## config.mk

```make
export PLATFORM = sky130hd
export DESIGN_NAME = alu_sequencer
export DESIGN_NICKNAME = d
export VERILOG_FILES = /design/src/rtl/alu_sequencer.sv
export SDC_FILE = /design/constraint.sdc
export NUM_CORES = 1
export LEC_CHECK = 0
export BUFFER_PORTS_ARGS = -buffer_cell sky130_fd_sc_hd__buf_2
export CAP_MARGIN = 20
export CORE_MARGIN = 5
export CORE_UTILIZATION = 52
export DETAILED_ROUTE_END_ITERATION = 12
export PLACE_DENSITY = 0.87
export SETUP_SLACK_MARGIN = 0.02
export SYNTH_ARGS = -nofsm -noshare
export SYNTH_HDL_FRONTEND = slang
export SYNTH_SLANG_ARGS = --single-unit
```

## constraint.sdc

```tcl
create_clock -name clk -period 3.1 [get_ports clk]
set_clock_uncertainty 0.15 [all_clocks]
set_input_delay 0.62 -clock clk [delete_from_list [all_inputs] [get_ports clk]]
set_output_delay 0.62 -clock clk [all_outputs]
set_load 0.02 [all_outputs]
```

## src/rtl/alu_sequencer.sv

```systemverilog
// Sequencer that accepts one request over a start/done handshake and drives the
// ALU ld/opLd/exe/out strobe sequence, capturing the 16-bit result and carry.
module alu_sequencer #(
    parameter int unsigned EXE_CYCLES = 2,
    parameter int unsigned OUT_CYCLES = 1,
    parameter logic [5:0]  MAX_OP     = 6'h11
) (
    input  logic        clk,
    input  logic        rst_n,
    input  logic        start,
    input  logic [5:0]  opcode,
    input  logic [7:0]  op_a,
    input  logic [7:0]  op_b,
    output logic [7:0]  alu_a,
    output logic [7:0]  alu_b,
    output logic        alu_ld,
    output logic        alu_opld,
    output logic        alu_exe,
    output logic        alu_out,
    input  logic [15:0] alu_res,
    input  logic        alu_carry,
    output logic        busy,
    output logic        done,
    output logic [15:0] result,
    output logic        carry,
    output logic        err
);

    localparam int unsigned MAX_CYC = (EXE_CYCLES > OUT_CYCLES) ? EXE_CYCLES : OUT_CYCLES;
    localparam int unsigned CW      = (MAX_CYC > 1) ? $clog2(MAX_CYC) : 1;
    localparam logic [CW-1:0] EXE_LOAD = CW'(EXE_CYCLES - 1);
    localparam logic [CW-1:0] OUT_LOAD = CW'(OUT_CYCLES - 1);

    // REJECT spends one cycle on an illegal opcode so done/err land one edge after acceptance.
    typedef enum logic [2:0] {
        S_IDLE   = 3'd0,
        S_LOAD   = 3'd1,
        S_OPLD   = 3'd2,
        S_EXEC   = 3'd3,
        S_OUT    = 3'd4,
        S_DONE   = 3'd5,
        S_REJECT = 3'd6
    } state_e;

    state_e        state_q, state_d;
    logic [CW-1:0] cnt_q, cnt_d;
    logic [5:0]    opc_q, opc_d;
    logic [7:0]    a_q, a_d;
    logic [7:0]    b_q, b_d;
    logic          accept_s;
    logic          legal_s;

    logic [7:0]    alu_a_q, alu_a_d;
    logic [7:0]    alu_b_q, alu_b_d;
    logic          alu_ld_q, alu_ld_d;
    logic          alu_opld_q, alu_opld_d;
    logic          alu_exe_q, alu_exe_d;
    logic          alu_out_q, alu_out_d;
    logic          busy_q, busy_d;
    logic          done_q, done_d;
    logic [15:0]   result_q, result_d;
    logic          carry_q, carry_d;
    logic          err_q, err_d;

    assign accept_s = start && ((state_q == S_IDLE) || (state_q == S_DONE));
    assign legal_s  = (opcode <= MAX_OP);

    // State register.
    always_ff @(posedge clk or negedge rst_n) begin
        if (!rst_n) begin
            state_q <= S_IDLE;
        end else begin
            state_q <= state_d;
        end
    end

    // Next-state logic.
    always_comb begin
        state_d = state_q;
        case (state_q)
            S_IDLE, S_DONE: begin
                if (start) begin
                    state_d = legal_s ? S_LOAD : S_REJECT;
                end else begin
                    state_d = S_IDLE;
                end
            end
            S_LOAD:   state_d = S_OPLD;
            S_OPLD:   state_d = S_EXEC;
            S_EXEC: begin
                if (cnt_q == {CW{1'b0}}) begin
                    state_d = S_OUT;
                end else begin
                    state_d = S_EXEC;
                end
            end
            S_OUT: begin
                if (cnt_q == {CW{1'b0}}) begin
                    state_d = S_DONE;
                end else begin
                    state_d = S_OUT;
                end
            end
            S_REJECT: state_d = S_DONE;
            default:  state_d = S_IDLE;
        endcase
    end

    // Dwell counter and request latches.
    always_comb begin
        cnt_d = cnt_q;
        if (state_d != state_q) begin
            case (state_d)
                S_EXEC:  cnt_d = EXE_LOAD;
                S_OUT:   cnt_d = OUT_LOAD;
                default: cnt_d = {CW{1'b0}};
            endcase
        end else if (cnt_q != {CW{1'b0}}) begin
            cnt_d = cnt_q - CW'(1);
        end else begin
            cnt_d = cnt_q;
        end

        if (accept_s) begin
            opc_d = opcode;
            a_d   = op_a;
            b_d   = op_b;
        end else begin
            opc_d = opc_q;
            a_d   = a_q;
            b_d   = b_q;
        end
    end

    // Counter and latched-request registers.
    always_ff @(posedge clk or negedge rst_n) begin
        if (!rst_n) begin
            cnt_q <= {CW{1'b0}};
            opc_q <= 6'h00;
            a_q   <= 8'h00;
            b_q   <= 8'h00;
        end else begin
            cnt_q <= cnt_d;
            opc_q <= opc_d;
            a_q   <= a_d;
            b_q   <= b_d;
        end
    end

    // Output decode from the upcoming state so every output is a flop.
    always_comb begin
        alu_a_d    = 8'h00;
        alu_b_d    = 8'h00;
        alu_ld_d   = 1'b0;
        alu_opld_d = 1'b0;
        alu_exe_d  = 1'b0;
        alu_out_d  = 1'b0;
        busy_d     = (state_d != S_IDLE);
        done_d     = (state_d == S_DONE);
        case (state_d)
            S_LOAD: begin
                alu_a_d  = a_d;
                alu_b_d  = b_d;
                alu_ld_d = 1'b1;
            end
            S_OPLD: begin
                alu_a_d    = a_d;
                alu_b_d    = {2'b00, opc_d};
                alu_opld_d = 1'b1;
            end
            S_EXEC: begin
                alu_a_d   = a_d;
                alu_b_d   = {2'b00, opc_d};
                alu_exe_d = 1'b1;
            end
            S_OUT: begin
                alu_a_d   = a_d;
                alu_b_d   = {2'b00, opc_d};
                alu_exe_d = 1'b1;
                alu_out_d = 1'b1;
            end
            default: begin
                alu_a_d = 8'h00;
                alu_b_d = 8'h00;
            end
        endcase

        if (accept_s) begin
            err_d = 1'b0;
        end else if (state_q == S_REJECT) begin
            err_d = 1'b1;
        end else begin
            err_d = err_q;
        end

        if ((state_q == S_OUT) && (state_d == S_DONE)) begin
            result_d = alu_res;
            carry_d  = alu_carry;
        end else begin
            result_d = result_q;
            carry_d  = carry_q;
        end
    end

    // Output registers; reset clears every strobe at once.
    always_ff @(posedge clk or negedge rst_n) begin
        if (!rst_n) begin
            alu_a_q    <= 8'h00;
            alu_b_q    <= 8'h00;
            alu_ld_q   <= 1'b0;
            alu_opld_q <= 1'b0;
            alu_exe_q  <= 1'b0;
            alu_out_q  <= 1'b0;
            busy_q     <= 1'b0;
            done_q     <= 1'b0;
            result_q   <= 16'h0000;
            carry_q    <= 1'b0;
            err_q      <= 1'b0;
        end else begin
            alu_a_q    <= alu_a_d;
            alu_b_q    <= alu_b_d;
            alu_ld_q   <= alu_ld_d;
            alu_opld_q <= alu_opld_d;
            alu_exe_q  <= alu_exe_d;
            alu_out_q  <= alu_out_d;
            busy_q     <= busy_d;
            done_q     <= done_d;
            result_q   <= result_d;
            carry_q    <= carry_d;
            err_q      <= err_d;
        end
    end

    assign alu_a    = alu_a_q;
    assign alu_b    = alu_b_q;
    assign alu_ld   = alu_ld_q;
    assign alu_opld = alu_opld_q;
    assign alu_exe  = alu_exe_q;
    assign alu_out  = alu_out_q;
    assign busy     = busy_q;
    assign done     = done_q;
    assign result   = result_q;
    assign carry    = carry_q;
    assign err      = err_q;

endmodule

```

### Word-level counts from Yosys, hierarchy flattened

Index checks and enable logic that the tools add are counted.

* register bits: 66
* word-level logic and storage cells: 59

* add/subtract/negate cells: 1
* $lt $le $gt $ge: 1
* eq/ne operators: 12
* mux-type cells: 19
* reduce and logical (&&, ||, !) cells: 10

Operators with widths (number)
* two-way mux 8 bit: 3
* one-hot mux 3 bit (6 select lines): 1
* one-hot mux 8 bit (2 select lines): 1
* == test 3 bit (second input constant): 5
* == test 3 x 2 -> 1 bit (second input constant): 4
* two-way mux 1 bit: 10
* two-way mux 3 bit: 3
* == test 3 x 1 -> 1 bit (second input constant): 2
* <= comparator 6 x 5 -> 1 bit (second input constant): 1
* two-way mux 6 bit: 1
* OR reduction 2 bit: 2
* OR reduction 4 bit: 1
* zero test 3 bit: 1
* != test 3 bit: 1
* nonzero test 3 bit: 1
* OR reduction 3 bit: 1
* logical AND 1 bit: 2
* nonzero test 2 bit: 1
* logical OR 1 bit: 1
* subtractor 1 bit (second input constant): 1

### Depth between registers and ports, before layout

* depth after elaboration: 7
* mapped depth: 6
* mapped depth without buffers: 3

### Worst setup path after synthesis

No wires, ideal clock.

* path type: input port to flip-flop
* start: input port opcode[1]
* end: register alu_a_q[7], in the netlist alu_a[7]
* arrival time: 1.484 ns
* setup slack: 1.399 ns
* stages: 4
* cells stage by stage: or3_1 -> a21oi_1 -> buf_2 -> a32o_1

* cells in the longest elaborated chain, start to end: 7

RTL lines
* start: declaration: line 11 `input logic [5:0] opcode,`
* <= comparator 6 x 5 -> 1 bit (*): line 66 `assign legal_s = (opcode <= MAX_OP);`
* two-way mux 3 bit (*): line 83 `state_d = legal_s ? S_LOAD : S_REJECT;`
* two-way mux 3 bit (*): line 82 `if (start) begin`
* one-hot mux 3 bit (6 select lines) (*): line 80 `case (state_q)`
* == test 3 x 2 -> 1 bit, or another cell as far along: line 160 `case (state_d)`
* OR reduction 4 bit (no source line) (*)
* two-way mux 8 bit (*): line 160
* named net alu_a_d[7]: line 53 `logic [7:0] alu_a_q, alu_a_d;`
* end signal: assignment: line 220 `alu_a_q <= alu_a_d;`
* end: declaration: line 53

The timed path passes the listed nets; every way through them passes the cells marked *.
A chain may end at the register's enable or synchronous reset.

### Worst setup path in the final report

* start: register state_q[2]
* end: register a_q[5]

* cells in the longest elaborated chain, start to end: 4

RTL lines
* start: declaration: line 45 `state_e state_q, state_d;`
* start signal: assignment: line 73 `state_q <= state_d;`
* == test 3 bit / zero test 3 bit (equally long branches): line 65 `assign accept_s = start && ((state_q == S_IDLE) || (state_q == S_DONE));`
* logical OR 1 bit (*): line 65
* logical AND 1 bit (*): line 65
* two-way mux 8 bit (*): line 124 `if (accept_s) begin`
* named net a_d[5]: line 48 `logic [7:0] a_q, a_d;`
* end signal: assignment: line 140 `a_q <= 8'h00;`
* end signal: assignment: line 145 `a_q <= a_d;`
* end: declaration: line 48

Marked as above.

==> results.tsv <==
metric	value	unit
result of the run	completed	
number of buffers inserted by hold repair at cts	0	
post-layout minimum cycle time	2070	ps
average via count per standard cell	5.22	
number of maximum-capacitance violations	0	
total negative slack	0	ps
floorplan die height	75.9	um
Max Clk Rate	0.483	GHz
mapped cell area	2260	um2
worst slew pin tran	1060	ps
# clock sinks	58	
detailed-routing iteration count for the pre-antenna-repair pass	4	
Synthesized Nets	191	
count of final max-slew check failures	0	
initial antenna violation count	0	
clk buf depth	2	
Global Route Usage Sum	16.1	%
Root Buffer	clkbuf_8	
ratio of final minimum period to clock period	66.7	%
layout cell share with drive strength beyond 1	54.2	%
vias in the first global route	1474	
via count	1502	
detailed-route DRC error count	0	
die outline width	75.9	um
CP max stage cell	dfrtp_1	
Synth area leader	dfrtp_1	
kind of capture point of the worst setup path	flip-flop	
Worst Path Required	3150	ps
number of gates resized after CTS	0	
slowest cell delay on critical path	520	ps
Area Growth Syn to Fin	25.5	%
CTS H-tree depth	3	
number of nets in the layout	275	
standard-cell row count	24	
Mapped Cells	149	
cell type group with the largest total delay on the critical path	flip-flops	
area taken by multi-input logic gates	718	um2
count of filler cells inserted in the layout	335	
number of buffers added for setup after CTS	0	
wire length per cell	15.2	um
count of antenna diodes in the layout	0	
share of the yosys chip area belonging to registers	64.3	%
setup repair after global routing missed its margin	no	
Routed Wire Length	4.38	mm
Starting DRT DRC Count	68	
starting density of the core	52.5	%
I/O pin count	82	
count of unique library cells instantiated by Yosys	28	
yosys warns	0	
Skew-Pair Late Insertion Delay	320	ps
CORE AREA	4290	um2
CTS tree	yes	
total area of sequential cells	1450	um2
die area	5760	um2
syn_area_per_cell	15.1	um2
critical path launch point type	flip-flop	
Max-slew headroom	28.7	%
Detail Placement HPWL	3.16	mm
class of the tightest hold or removal check	in -> async	
commonest non-fill, non-tap cells in the layout	buf_2, dfrtp_1, mux2_2, a32o_1, clkbuf_8	
pwr/cell area	1100	nW/um2
WP data arrival	2120	ps
count of buffering cells on the critical path with inverters included	1	
end-of-flow core utilization	65.9	%
largest fanout on the critical path	19	
number of buffers added on ports	81	
final hold violations	0	
maximum number of pins on one net before global-route repair	59	
reported leakage power	1.40	nW
CTS buffer count	9	
top cells by area, synth	dfrtp_1, mux2_2, a32o_1	
count of antenna-violating nets left after detailed routing	0	
clock-pin slew on the worst setup and hold paths	60	ps
type of the setup path with the least slack	reg -> reg	
last weighted congestion value of the routability-driven placer	0.746	
leading cell type in the layout, fill and taps excluded	buf_2	
area share of the largest cell type after synthesis	64.3	%
number of register bits inferred by synthesis	58	
final number of setup-violating endpoints	0	
overall overflow remaining after global route	0	
chain of cells forming the critical path	xnor2_1 -> nor2b_2 -> buf_4 -> mux2_2	
worst vdd ir	0.494	mV
wire length of the first global-routing pass	6.78	mm
==> synth_stat cells (all sizes together) <==
cell type and instances:
a21oi 3, a221o 1, a32o 14, a32oi 1, and2 2, and3 2, buf 11, dfrtp 58
inv 1, mux2 31, nand2 2, nand2b 4, nand3 1, nand3b 1, nand4bb 1, nor2 4
nor2b 3, nor3 1, nor3b 1, o211ai 1, o21ai 3, o32ai 1, or3 1, xnor2 1
==> registers in the layout (all words and copies together) (netlist names) <==
| name | flops |
|---|---|
| done | 1 |
| opc_q | 6 |
| alu_b | 8 |
| a_q | 8 |
| alu_opld | 1 |
| cnt_q | 1 |
| result | 16 |
| alu_ld | 1 |
| busy | 1 |
| alu_out | 1 |
| state_q | 3 |
| carry | 1 |
| err | 1 |
| alu_exe | 1 |
| alu_a | 8 |
==> report_power, final <==
group | internal, W | switching [W]
Sequential | 0.00110 | 0.000193
Combinational | 0.000585 | 0.000682
Clock | 0.000304 | 0.000249
==> final cells by class <==
cell class / count / share of cell area [%]
clock buffer: 14 / 5.39
inverter: 1 / 0.133
multi-input combinational: 79 / 25.4
sequential: 58 / 51.3
tap: 52 / 2.30
timing repair buffer: 84 / 15.6
==> path summary, 6_finish.rpt <==
path                       cells after the start                 start                     to  slack [ps]
max                                            4  state_q[2]$_DFF_PN0_       a_q[5]$_DFF_PN0_        1030
min                                            2                 rst_n  result[5]$_DFFE_PN0P_         150
max reg2reg                                    4  state_q[2]$_DFF_PN0_       a_q[5]$_DFF_PN0_        1030
min reg2reg                                    1      a_q[0]$_DFF_PN0_     alu_a[0]$_DFF_PN0_         340
max in group asynchronous                      2                 rst_n     alu_b[4]$_DFF_PN0_        2390
min in group clk                               1      a_q[0]$_DFF_PN0_     alu_a[0]$_DFF_PN0_         340
==> per-stage QoR <==
step / total power, W / cell area, um2 / hold WS, ps / std cells / setup slack [ps]
floorplan: 0.00225 / 2260 / 174 / 149 / 1400
global placement: 0.00255 / 2680 / 321 / 274 / 885
detailed placement: 0.00259 / 2680 / 334 / 274 / 863
CTS: 0.00315 / 2830 / 159 / 288 / 1030
global route: 0.00332 / 2830 / 178 / 288 / 903
finish: 0.00312 / 2830 / 147 / 288 / 1030
==> cells by family after synthesis <==
kind of cell           after synthesis  synth area share (%)
buffers and inverters               12                  3.94
multiplexers                        31                  15.5
AND/OR/NAND/NOR                     23                  6.77
flip-flops                          58                  64.3
XOR/XNOR                             1                 0.388
AO/OA/AOI/OAI                       24                  9.10
==> metal layers <==
| metal | GRT usage, % | vias to the layer above | part of all wire (%) |
|---|---|---|---|
| met2 | 24.5 | 73 | 43 |
| met4 | 7.57 | 0 | 1.4 |
| met3 | 6.99 | 9 | 14 |
| met5 | 0 | - | 0 |
| met1 | 19.8 | 705 | 42 |
| li1 | - | 715 | - |
Note: power is estimated with default switching activity, not from simulation.
